### src/rtl/seg7_pkg.sv
// ---------------------------------------------------------------------------
// seg7_pkg
//   Shared definitions for the 7-segment capture block.
//
//   Pattern byte layout on the wire, per digit: [7:0] = {c,dp,b,a,d,e,f,g}.
//   The decoder works on a compacted 7-bit code with the dp bit removed:
//     code[6:0] = {c,b,a,d,e,f,g}
//
//   Contents:
//     SEG_*          bit index of each segment inside the pattern byte
//     digit_state_t  per-digit FSM states
//     seg_kind_t     classification of a segment pattern
//     seg_decode_t   decoder result {kind, value}
//     seg7_compact() strips dp and packs the seven segments into a code
//     seg7_decode()  maps a 7-bit code to {kind, hex value}
// ---------------------------------------------------------------------------
package seg7_pkg;

    localparam int SEG_G  = 0;
    localparam int SEG_F  = 1;
    localparam int SEG_E  = 2;
    localparam int SEG_D  = 3;
    localparam int SEG_A  = 4;
    localparam int SEG_B  = 5;
    localparam int SEG_DP = 6;
    localparam int SEG_C  = 7;

    localparam int SEG_BITS   = 8;   // pattern byte width per digit
    localparam int VALUE_BITS = 4;   // hex nibble width per digit

    typedef enum logic {
        SETTLING = 1'b0,
        LOCKED   = 1'b1
    } digit_state_t;

    typedef enum logic [1:0] {
        HEX     = 2'd0,
        BLANK   = 2'd1,
        ILLEGAL = 2'd2
    } seg_kind_t;

    typedef struct packed {
        seg_kind_t       kind;
        logic [3:0]      value;
    } seg_decode_t;

    // Drop dp and reorder the remaining segments into {c,b,a,d,e,f,g}.
    function automatic logic [6:0] seg7_compact(input logic [7:0] pattern);
        return {pattern[SEG_C], pattern[SEG_B], pattern[SEG_A], pattern[SEG_D],
                pattern[SEG_E], pattern[SEG_F], pattern[SEG_G]};
    endfunction

    // Code bits are {c,b,a,d,e,f,g}; each constant below lists the lit
    // segments of the hex glyph it represents.
    function automatic seg_decode_t seg7_decode(input logic [6:0] code);
        seg_decode_t result;
        result.kind  = HEX;
        result.value = 4'h0;
        case (code)
            7'h7E:   result.value = 4'h0;   // a b c d e f
            7'h60:   result.value = 4'h1;   // b c
            7'h3D:   result.value = 4'h2;   // a b d e g
            7'h79:   result.value = 4'h3;   // a b c d g
            7'h63:   result.value = 4'h4;   // b c f g
            7'h5B:   result.value = 4'h5;   // a c d f g
            7'h5F:   result.value = 4'h6;   // a c d e f g
            7'h70:   result.value = 4'h7;   // a b c
            7'h7F:   result.value = 4'h8;   // a b c d e f g
            7'h7B:   result.value = 4'h9;   // a b c d f g
            7'h77:   result.value = 4'hA;   // a b c e f g
            7'h4F:   result.value = 4'hB;   // c d e f g
            7'h1E:   result.value = 4'hC;   // a d e f
            7'h6D:   result.value = 4'hD;   // b c d e g
            7'h1F:   result.value = 4'hE;   // a d e f g
            7'h17:   result.value = 4'hF;   // a e f g
            7'h00:   result.kind  = BLANK;
            default: result.kind  = ILLEGAL;
        endcase
        return result;
    endfunction

endpackage

### src/rtl/seg7_capture_digit.sv
// ---------------------------------------------------------------------------
// seg7_capture_digit
//   Captures one 7-segment digit: 2-flop synchroniser, stability counter,
//   SETTLING/LOCKED FSM and registered decode outputs.
//
//   Parameters:
//     STABLE_CYCLES  consecutive identical synced samples needed to commit
//
//   Ports:
//     input_clock    in   1  rising-edge clock
//     input_reset_n  in   1  asynchronous active-low reset
//     seg_in         in   8  {c,dp,b,a,d,e,f,g}, asynchronous to the clock
//     digit_value    out  4  last committed hex value
//     digit_dp       out  1  last committed dp bit
//     digit_valid    out  1  locked on a legal hex pattern
//     digit_blank    out  1  locked on all segments off
//     digit_error    out  1  locked on a pattern that is neither hex nor blank
//     update_pulse   out  1  one cycle when a commit changes the result tuple
// ---------------------------------------------------------------------------
module seg7_capture_digit
    import seg7_pkg::*;
#(
    parameter int STABLE_CYCLES = 4
) (
    input  logic                  input_clock,
    input  logic                  input_reset_n,
    input  logic [SEG_BITS-1:0]   seg_in,
    output logic [VALUE_BITS-1:0] digit_value,
    output logic                  digit_dp,
    output logic                  digit_valid,
    output logic                  digit_blank,
    output logic                  digit_error,
    output logic                  update_pulse
);

    localparam int CNT_W = $clog2(STABLE_CYCLES + 1);
    localparam logic [CNT_W-1:0] CNT_LAST = CNT_W'(STABLE_CYCLES - 1);
    localparam logic [CNT_W-1:0] CNT_SAT  = CNT_W'(STABLE_CYCLES);

    logic [SEG_BITS-1:0]   sync1;
    logic [SEG_BITS-1:0]   sync2;
    logic [SEG_BITS-1:0]   prev;
    logic [CNT_W-1:0]      cnt;
    digit_state_t          state;
    // Kind of the most recent commit. The flags clear while settling, so the
    // change detector needs its own copy of what was last committed.
    seg_kind_t             last_kind;

    logic [CNT_W-1:0]      cnt_nxt;
    digit_state_t          state_nxt;
    seg_kind_t             kind_nxt;
    logic [VALUE_BITS-1:0] value_nxt;
    logic [VALUE_BITS-1:0] commit_value;
    logic                  dp_nxt;
    logic                  valid_nxt;
    logic                  blank_nxt;
    logic                  error_nxt;
    logic                  pulse_nxt;

    logic                  pattern_same;
    seg_decode_t           dec;

    assign pattern_same = (sync2 == prev);
    assign dec          = seg7_decode(seg7_compact(sync2));

    // NOTE: every variable gets a default before the case so no path leaves
    // it unassigned; otherwise synthesis infers a latch.
    always_comb begin
        state_nxt    = state;
        cnt_nxt      = cnt;
        kind_nxt     = last_kind;
        value_nxt    = digit_value;
        dp_nxt       = digit_dp;
        valid_nxt    = digit_valid;
        blank_nxt    = digit_blank;
        error_nxt    = digit_error;
        pulse_nxt    = 1'b0;
        commit_value = digit_value;

        case (state)
            SETTLING: begin
                if (!pattern_same) begin
                    cnt_nxt = '0;
                end else begin
                    if (cnt != CNT_SAT) begin
                        cnt_nxt = cnt + 1'b1;
                    end
                    if (cnt == CNT_LAST) begin
                        state_nxt = LOCKED;
                        case (dec.kind)
                            HEX:     commit_value = dec.value;
                            BLANK:   commit_value = '0;
                            default: commit_value = digit_value;  // illegal keeps the old value
                        endcase
                        value_nxt = commit_value;
                        dp_nxt    = sync2[SEG_DP];
                        valid_nxt = (dec.kind == HEX);
                        blank_nxt = (dec.kind == BLANK);
                        error_nxt = (dec.kind == ILLEGAL);
                        kind_nxt  = dec.kind;
                        pulse_nxt = ({commit_value, sync2[SEG_DP], dec.kind}
                                     != {digit_value, digit_dp, last_kind});
                    end
                end
            end
            LOCKED: begin
                if (!pattern_same) begin
                    state_nxt = SETTLING;
                    cnt_nxt   = '0;
                    valid_nxt = 1'b0;
                    blank_nxt = 1'b0;
                    error_nxt = 1'b0;
                end
            end
            default: begin
                state_nxt = SETTLING;
                cnt_nxt   = '0;
            end
        endcase
    end

    // NOTE: sequential state uses non-blocking assignments so every flop
    // samples the pre-edge values, independent of statement order.
    always_ff @(posedge input_clock or negedge input_reset_n) begin
        if (!input_reset_n) begin
            sync1        <= '0;
            sync2        <= '0;
            prev         <= '0;
            cnt          <= '0;
            state        <= SETTLING;
            // Power-up is treated as a blank commit, so a first commit of a
            // blank pattern produces no update pulse.
            last_kind    <= BLANK;
            digit_value  <= '0;
            digit_dp     <= 1'b0;
            digit_valid  <= 1'b0;
            digit_blank  <= 1'b0;
            digit_error  <= 1'b0;
            update_pulse <= 1'b0;
        end else begin
            sync1        <= seg_in;
            sync2        <= sync1;
            prev         <= sync2;
            cnt          <= cnt_nxt;
            state        <= state_nxt;
            last_kind    <= kind_nxt;
            digit_value  <= value_nxt;
            digit_dp     <= dp_nxt;
            digit_valid  <= valid_nxt;
            digit_blank  <= blank_nxt;
            digit_error  <= error_nxt;
            update_pulse <= pulse_nxt;
        end
    end

endmodule

### src/rtl/seg7_capture.sv
// ---------------------------------------------------------------------------
// seg7_capture
//   Reads driven 7-segment lines back into hex nibbles. Each digit is
//   synchronised, debounced until stable and decoded; blank and illegal
//   patterns are flagged. Digits are fully independent.
//
//   Parameters:
//     NUM_DIGITS     number of digits captured (1..8)
//     STABLE_CYCLES  consecutive identical synced samples to commit (>=1)
//
//   Ports:
//     input_clock    in   1             rising-edge clock
//     input_reset_n  in   1             asynchronous active-low reset
//     seg_in         in   8*NUM_DIGITS  per digit {c,dp,b,a,d,e,f,g}
//     digit_value    out  4*NUM_DIGITS  last committed hex value per digit
//     digit_dp       out  NUM_DIGITS    last committed dp per digit
//     digit_valid    out  NUM_DIGITS    locked on a legal hex pattern
//     digit_blank    out  NUM_DIGITS    locked on all segments off
//     digit_error    out  NUM_DIGITS    locked on an illegal pattern
//     update_pulse   out  NUM_DIGITS    one-cycle pulse on a changed commit
// ---------------------------------------------------------------------------
module seg7_capture
    import seg7_pkg::*;
#(
    parameter int NUM_DIGITS    = 3,
    parameter int STABLE_CYCLES = 4
) (
    input  logic                           input_clock,
    input  logic                           input_reset_n,
    input  logic [SEG_BITS*NUM_DIGITS-1:0]   seg_in,
    output logic [VALUE_BITS*NUM_DIGITS-1:0] digit_value,
    output logic [NUM_DIGITS-1:0]          digit_dp,
    output logic [NUM_DIGITS-1:0]          digit_valid,
    output logic [NUM_DIGITS-1:0]          digit_blank,
    output logic [NUM_DIGITS-1:0]          digit_error,
    output logic [NUM_DIGITS-1:0]          update_pulse
);

    for (genvar i = 0; i < NUM_DIGITS; i++) begin : g_digit
        seg7_capture_digit #(
            .STABLE_CYCLES (STABLE_CYCLES)
        ) u_digit (
            .input_clock   (input_clock),
            .input_reset_n (input_reset_n),
            .seg_in        (seg_in[SEG_BITS*i +: SEG_BITS]),
            .digit_value   (digit_value[VALUE_BITS*i +: VALUE_BITS]),
            .digit_dp      (digit_dp[i]),
            .digit_valid   (digit_valid[i]),
            .digit_blank   (digit_blank[i]),
            .digit_error   (digit_error[i]),
            .update_pulse  (update_pulse[i])
        );
    end

endmodule

### config.mk
export PLATFORM = sky130hd
export DESIGN_NAME = seg7_capture
export DESIGN_NICKNAME = d
export VERILOG_FILES = /design/src/rtl/seg7_pkg.sv /design/src/rtl/seg7_capture_digit.sv /design/src/rtl/seg7_capture.sv
export SDC_FILE = /design/constraint.sdc
export NUM_CORES = 1
export LEC_CHECK = 0
export CORE_UTILIZATION = 25
export CTS_BUF_LIST = sky130_fd_sc_hd__clkbuf_16
export DETAILED_ROUTE_END_ITERATION = 10
export REMOVE_ABC_BUFFERS = 1
export SLEW_MARGIN = 0
export SYNTH_ARGS = -nofsm -noshare
export SYNTH_HDL_FRONTEND = slang
export SYNTH_SLANG_ARGS = --single-unit
export TNS_END_PERCENT = 5
### constraint.sdc
create_clock -name input_clock -period 2.2 [get_ports input_clock]
set_clock_uncertainty 0.15 [all_clocks]
set_input_delay 0.44 -clock input_clock [delete_from_list [all_inputs] [get_ports input_clock]]
set_output_delay 0.44 -clock input_clock [all_outputs]
set_load 0.03 [all_outputs]
==> metrics.txt, run 1 <==
startpoint types=register; largest area contributor in the netlist=dfrtp_1; pwr dens=720 mW/mm²; antenna violations before repair=0; status=complete, no violations; routed length per instance=13.0 µm; Cell Area, Synth=0.00546 mm²; crit-path cells=xor2_2 > nor4_4 > nand2_1 > or3_4 > a21o_1 > a21o_1 > o311ai_2; P&R area growth vs syn=38.3%; most frequent cell after synthesis=dfrtp_1; remaining global-route overflow=0; fin crit share=98.7%; FP Rows=53; clock buffer depth=2; Max Freq=0.460 GHz; port bufs=52; fin. max-slew vios=0; most common flop cell mapped by yosys=dfrtp_1; placed instance area=0.00662 mm²; Num CTS Buffers=17; flip-flop and latch area=0.00295 mm²; Hold Fails Final Rpt=0; total power=5.44 mW; core area=0.0212 mm²; Final nets=649; H-tree levels=4; Slew HR=68.0%; DRT iter0 DRCs=162; cells after synthesis=500; largest net degree at the start of global routing=51; synth top area cells=dfrtp_1 (52%), xor2_1 (4.2%), nand2_1 (2.5%); Synth top area share=52.2%; clk sinks=117; post-route minimum period=2.17 ns; Hold Path Class=register to register; CTS tree=done; post-route ant nets=0; Layout fillers=2130; Ports=53; Tot GR Track Use=10.8%; starting density of the core=25.7%; clock root cell=clkbuf_16; RSZ-0062 raised after global routing=yes; r2r setup slk=0.03 ns; Vias=4121; die height=150 µm; full die area=0.0224 mm²; area of the multi-input gates=0.00241 mm²; max_cap viols=0; Max stage delay cell, worst path=dfrtp_2; critical path data arrival time=2.33 ns; Unique masters post-synth=69; first-pass GRT wire length=18900 µm; Seq/Total Area, Yosys=53.7%; WS Path Type=register to register; vias in the first global route=3880; Finish-stage setup viols=0; synth warn=0; Largest stage delay, worst path=0.47 ns; drt via density=4.57; Design Area, Final=0.00756 mm²; worst slew pin tran=0.480 ns; number of synthesized flops with an enable pin=0; Max IR drop VDD=0.000479 V; post-synthesis register bit count=117; DRC=0; Leak=3.16 nW; Synth Area per Inst=10.9 µm²; ys async rst share=100%; Top cell by count, worst path=a21o_1; die width=150 µm; Required @ worst endpoint=2.36 ns; most instantiated cells after synthesis=dfrtp_1 (114), nand2_1 (37), nor2_1 (29); Reg clk slew, reported paths=0.05 ns; clock insertion delay at the later pin of the skew report=0.41 ns; Post-DP HPWL=8040 µm; crit end category=register; layout cells sized above 1=29.9%; GP Congestion=0.907; critical path fanouts, max=7; DRT Pass-1 Iters=4; overall routed net length=11700 µm; Antenna Cells=0
==> stage by stage <==
step	cells	TNS (ns)	setup slack, ns	utilization [%]	hold slack [ns]
global placement	853	-0.0639	-0.0552	31.2	0.182
CTS	886	-0.0116	-0.0116	34.1	0.196
finish	901	0	0.0278	35.6	0.193
detailed placement	853	-0.174	-0.0620	31.2	0.185
floorplan	458	-0.0811	-0.0441	-	-0.00559
global route	901	-0.514	-0.0835	35.6	0.203
==> worst paths after layout <==
path	from	endpoint	cells after the start
max reg2reg	g_digit[1].u_digit.sync2[0]	g_digit[1].u_digit.update_pulse	7
min	g_digit[1].u_digit.sync1[4]	g_digit[1].u_digit.sync2[4]	0
max	g_digit[1].u_digit.sync2[0]	g_digit[1].u_digit.update_pulse	7
min reg2reg	g_digit[1].u_digit.sync1[4]	g_digit[1].u_digit.sync2[4]	0
min in group asynchronous	input_reset_n	g_digit[0].u_digit.digit_value[2]	2
max in group asynchronous	input_reset_n	g_digit[1].u_digit.last_kind[0]	3
==> cell usage in the layout, fill, tap and decap left out, types with 4 or more instances in the layout <==
| master | n |
|---|---|
| dfrtp_2 | 13 |
| nand2b_1 | 4 |
| nand4b_1 | 5 |
| o21ai_1 | 6 |
| inv_1 | 17 |
| nor3_1 | 7 |
| a21oi_2 | 6 |
| o22ai_1 | 8 |
| xnor2_1 | 8 |
| and3_1 | 10 |
| nor4_2 | 6 |
| a31oi_1 | 7 |
| clkdlybuf4s50_1 | 51 |
| xor2_1 | 24 |
| o21ai_0 | 22 |
| ha_1 | 9 |
| nand4_1 | 7 |
| mux2_2 | 6 |
| nand2_1 | 35 |
| nor2_1 | 26 |
| nor2b_1 | 5 |
| clkbuf_16 | 17 |
| buf_4 | 78 |
| a21o_1 | 4 |
| nand3_1 | 9 |
| o2bb2ai_1 | 4 |
| buf_12 | 4 |
| or3b_2 | 4 |
| dfrtp_1 | 101 |
| a21oi_1 | 12 |
==> where the power goes <==
group | internal (mW) | switching (mW) | leakage (nW)
Combinational | 0.212 | 0.209 | 1.43
Sequential | 2.22 | 0.0556 | 1.44
Clock | 1.76 | 0.979 | 0.285
==> worst max-delay path, delay by kind of cell, from the launching register on <==
kind / cells / cell delay (ns)
xor+xnor: 1 / 0.18
compound gates: 3 / 0.44
simple gates: 3 / 0.84
flops: 1 / 0.47
==> layer usage <==
layer,GRT usage [%],wire [µm],vias to the layer above
met1,14.2,5500,2006
met4,5.30,240,0
met2,16.2,5520,83
met5,0,0,-
met3,3.32,436,19
li1,-,-,2013
==> cells by family after synthesis <==
logic type | after synthesis | share of synthesized area (%)
buf+inv | 59 | 5.82
fa+ha+maj | 10 | 2.29
compound gates | 107 | 13.0
simple gates | 163 | 17.7
mux | 10 | 2.08
xor+xnor | 34 | 5.45
flops | 117 | 53.7
==> repair_timing <==
action / 4_1_cts / 5_1_grt
resized for setup: 7 / 48
pin swaps: 0 / 17
hold buffers: 1 / 0
buffers inserted: 0 / 15
endpoints found under the setup margin: 10 / 26
endpoints found under the hold margin: 28 / 0
==> layout make-up <==
class	instances	share of cell area, %
multi-input cells	324	31.9
repair buffers	136	15.9
clock inverters	15	2.19
flip-flops and latches	117	39.0
well taps	275	4.55
clock buffers	17	5.63
inverters	17	0.844
==> flip-flops by register name, indices dropped and copies added (netlist names) <==
register,flops
g_digit.u_digit.last_kind,6
g_digit.u_digit.digit_valid,3
g_digit.u_digit.cnt,9
g_digit.u_digit.digit_blank,3
g_digit.u_digit.digit_error,3
g_digit.u_digit.digit_value,12
g_digit.u_digit.sync1,24
g_digit.u_digit.update_pulse,3
g_digit.u_digit.digit_dp,3
g_digit.u_digit.sync2,24
g_digit.u_digit.prev,24
g_digit.u_digit.state,3
No activity file was read; power rests on OpenSTA's default activity.
==> run 2, diff against run 1 <==
- HOLD_SLACK_MARGIN: default -> 0.15
- PLACE_DENSITY: default -> 0.51
==> run 2 against run 1 <==
Flip-flop and latch count is the same. Via count grew 1.5%. Utilization shrank 0.21 points. Non-clock buffer count shrank 5. Clock-buffer cell count is the same. Global-route usage grew 0.48 points. Clock power shrank 3%. Combinational power is essentially flat.
==> metrics.txt, run 2 (same netlist as run 1, synthesis figures left out) <==
Num CTS Buffers=17; full die area=0.0224 mm²; clk sinks=117; Max IR drop VDD=0.000366 V; clock root cell=clkbuf_16; Final nets=644; P&R area growth vs syn=37.5%; Clock power frac=49.5%; critical path fanouts, max=11; DRT iter0 DRCs=263; placed instance area=0.00662 mm²; r2r setup slk=0.02 ns; first-pass GRT wire length=19800 µm; area of the multi-input gates=0.00242 mm²; critical path data arrival time=2.38 ns; Antenna Cells=0; Slew HR=65.8%; die height=150 µm; FP Rows=53; core area=0.0212 mm²; commonest non-fill, non-tap cell in the layout=dfrtp_1; layout cells sized above 1=30.0%; Design Area, Final=0.00751 mm²; Vias=4184; Tot GR Track Use=11.3%; flip-flop and latch area=0.00295 mm²; die width=150 µm; Hold Path Depth=0; max_cap viols=0; Post-DP HPWL=8500 µm; fin. max-slew vios=0; Hold Fails Final Rpt=0; vias in the first global route=4295; Switch Pwr=1.34 mW; Leak=3.14 nW; fin crit share=99.3%; Min Hold Slack=0.196 ns; RR Startpoint=g_digit[2].u_digit.sync2[0]; Hold EP=g_digit[1].u_digit.sync2[7]; remaining global-route overflow=0; Util after Layout=35.4%; reg2reg end=g_digit[2].u_digit.update_pulse; worst hold start=g_digit[1].u_digit.sync1[7]; clock buffer depth=2; routed length per instance=13.4 µm; status=complete, no violations; post-route ant nets=0; pwr dens=712 mW/mm²; overall routed net length=12000 µm; crit end category=register; post-route minimum period=2.18 ns; Hold Path Class=register to register; startpoint types=register; Ports=53; WS Path Type=register to register; Reg clk slew, reported paths=0.06 ns; sequential power share=42.6%; starting density of the core=25.7%; clock insertion delay at the later pin of the skew report=0.42 ns; H-tree levels=4; setup TNS=0 ns; drt via density=4.67; Pint=4.01 mW; antenna violations before repair=0; Required @ worst endpoint=2.40 ns; combinational share of power=7.9%; total power=5.35 mW; most frequent cells in the layout=dfrtp_1 (102), buf_4 (72), clkdlybuf4s50_1 (51); Max Freq=0.458 GHz; switching fraction of total power=25.0%; Layout fillers=2107; GP Congestion=0.842; CTS tree=done; DRC=0; RSZ-0062 raised after global routing=yes; Finish-stage setup viols=0; DRT Pass-1 Iters=4; largest net degree at the start of global routing=41; Top Registers=g_digit.u_digit.prev x24, g_digit.u_digit.sync1 x24, g_digit.u_digit.sync2 x24; reg2reg path depth=7; worst slew pin tran=0.510 ns; port bufs=52
-- run 2: cell count changes in the layout (fill, tap and decap cells not counted), moves of 2 or more --
| cell | delta |
|---|---|
| nand2_2 | +2 |
| buf_4 | -6 |
| inv_8 | +2 |
| bufinv_16 | -2 |
| inv_6 | +5 |
| nand2_1 | -2 |
| nor2_2 | +2 |
| clkinv_2 | -3 |
-- run 2: repair_timing --
action	CTS	global route
endpoints found under the hold margin	114	0
resized for setup	8	53
setup buffers	0	11
hold buffers	1	0
endpoints found under the setup margin	13	29
pin swaps	0	13
-- run 2: how the worst max path moves through the flow --
stage | end | start
after global placement | g_digit[0].u_digit.update_pulse | g_digit[0].u_digit.sync2[5]
final | g_digit[2].u_digit.update_pulse | g_digit[2].u_digit.sync2[0]
after detailed placement | g_digit[1].u_digit.update_pulse | g_digit[1].u_digit.sync2[4]
after global routing | g_digit[2].u_digit.update_pulse | g_digit[2].u_digit.sync2[1]
after floorplan | g_digit[0].u_digit.update_pulse | g_digit[0].u_digit.sync2[0]
after CTS | g_digit[2].u_digit.update_pulse | g_digit[2].u_digit.sync2[0]
-- run 2: worst max-delay path, cell delays in order, from the launching register on --
cell	delay [ns]
dfrtp_2	0.50
buf_4	0.18
o2111ai_1	0.19
nand2_1	0.09
a211oi_1	0.49
a221oi_2	0.14
a31o_1	0.26
a21oi_2	0.12
-- run 2: power groups by stage --
stage	Clock, mW	Sequential [mW]	Combinational, mW
6_report	2.65	2.28	0.421
5_1_grt	2.86	2.29	0.463
4_1_cts	2.74	2.28	0.381
3_5_place_dp	0	2.32	0.376
3_3_place_gp	0	2.32	0.372
2_1_floorplan	0	2.33	0.136
-- run 2: per-layer routing --
metal	part of all wire (%)	routed length (µm)	up-vias	GRT usage (%)
met5	0	0	-	0
met3	4.0	484	20	3.41
met1	43	5180	2067	12.9
met2	51	6080	94	19.1
li1	-	-	2003	-
met4	2.3	271	0	5.61
-- run 2: area by class of cell --
cell class | count | area share (%)
sequential | 117 | 39.2
multi-input combinational | 324 | 32.2
timing repair buffer | 131 | 15.6
clock buffer | 17 | 5.66
tap | 275 | 4.58
clock inverter | 15 | 1.93
inverter | 17 | 0.849
-- run 2: stage by stage --
| stage | setup WS (ns) | instances |
|---|---|---|
| after global placement | -0.0517 | 852 |
| after global routing | -0.0919 | 896 |
| after floorplan | -0.0441 | 458 |
| after detailed placement | -0.0658 | 852 |
| after CTS | -0.0165 | 885 |
| final | 0.0154 | 896 |
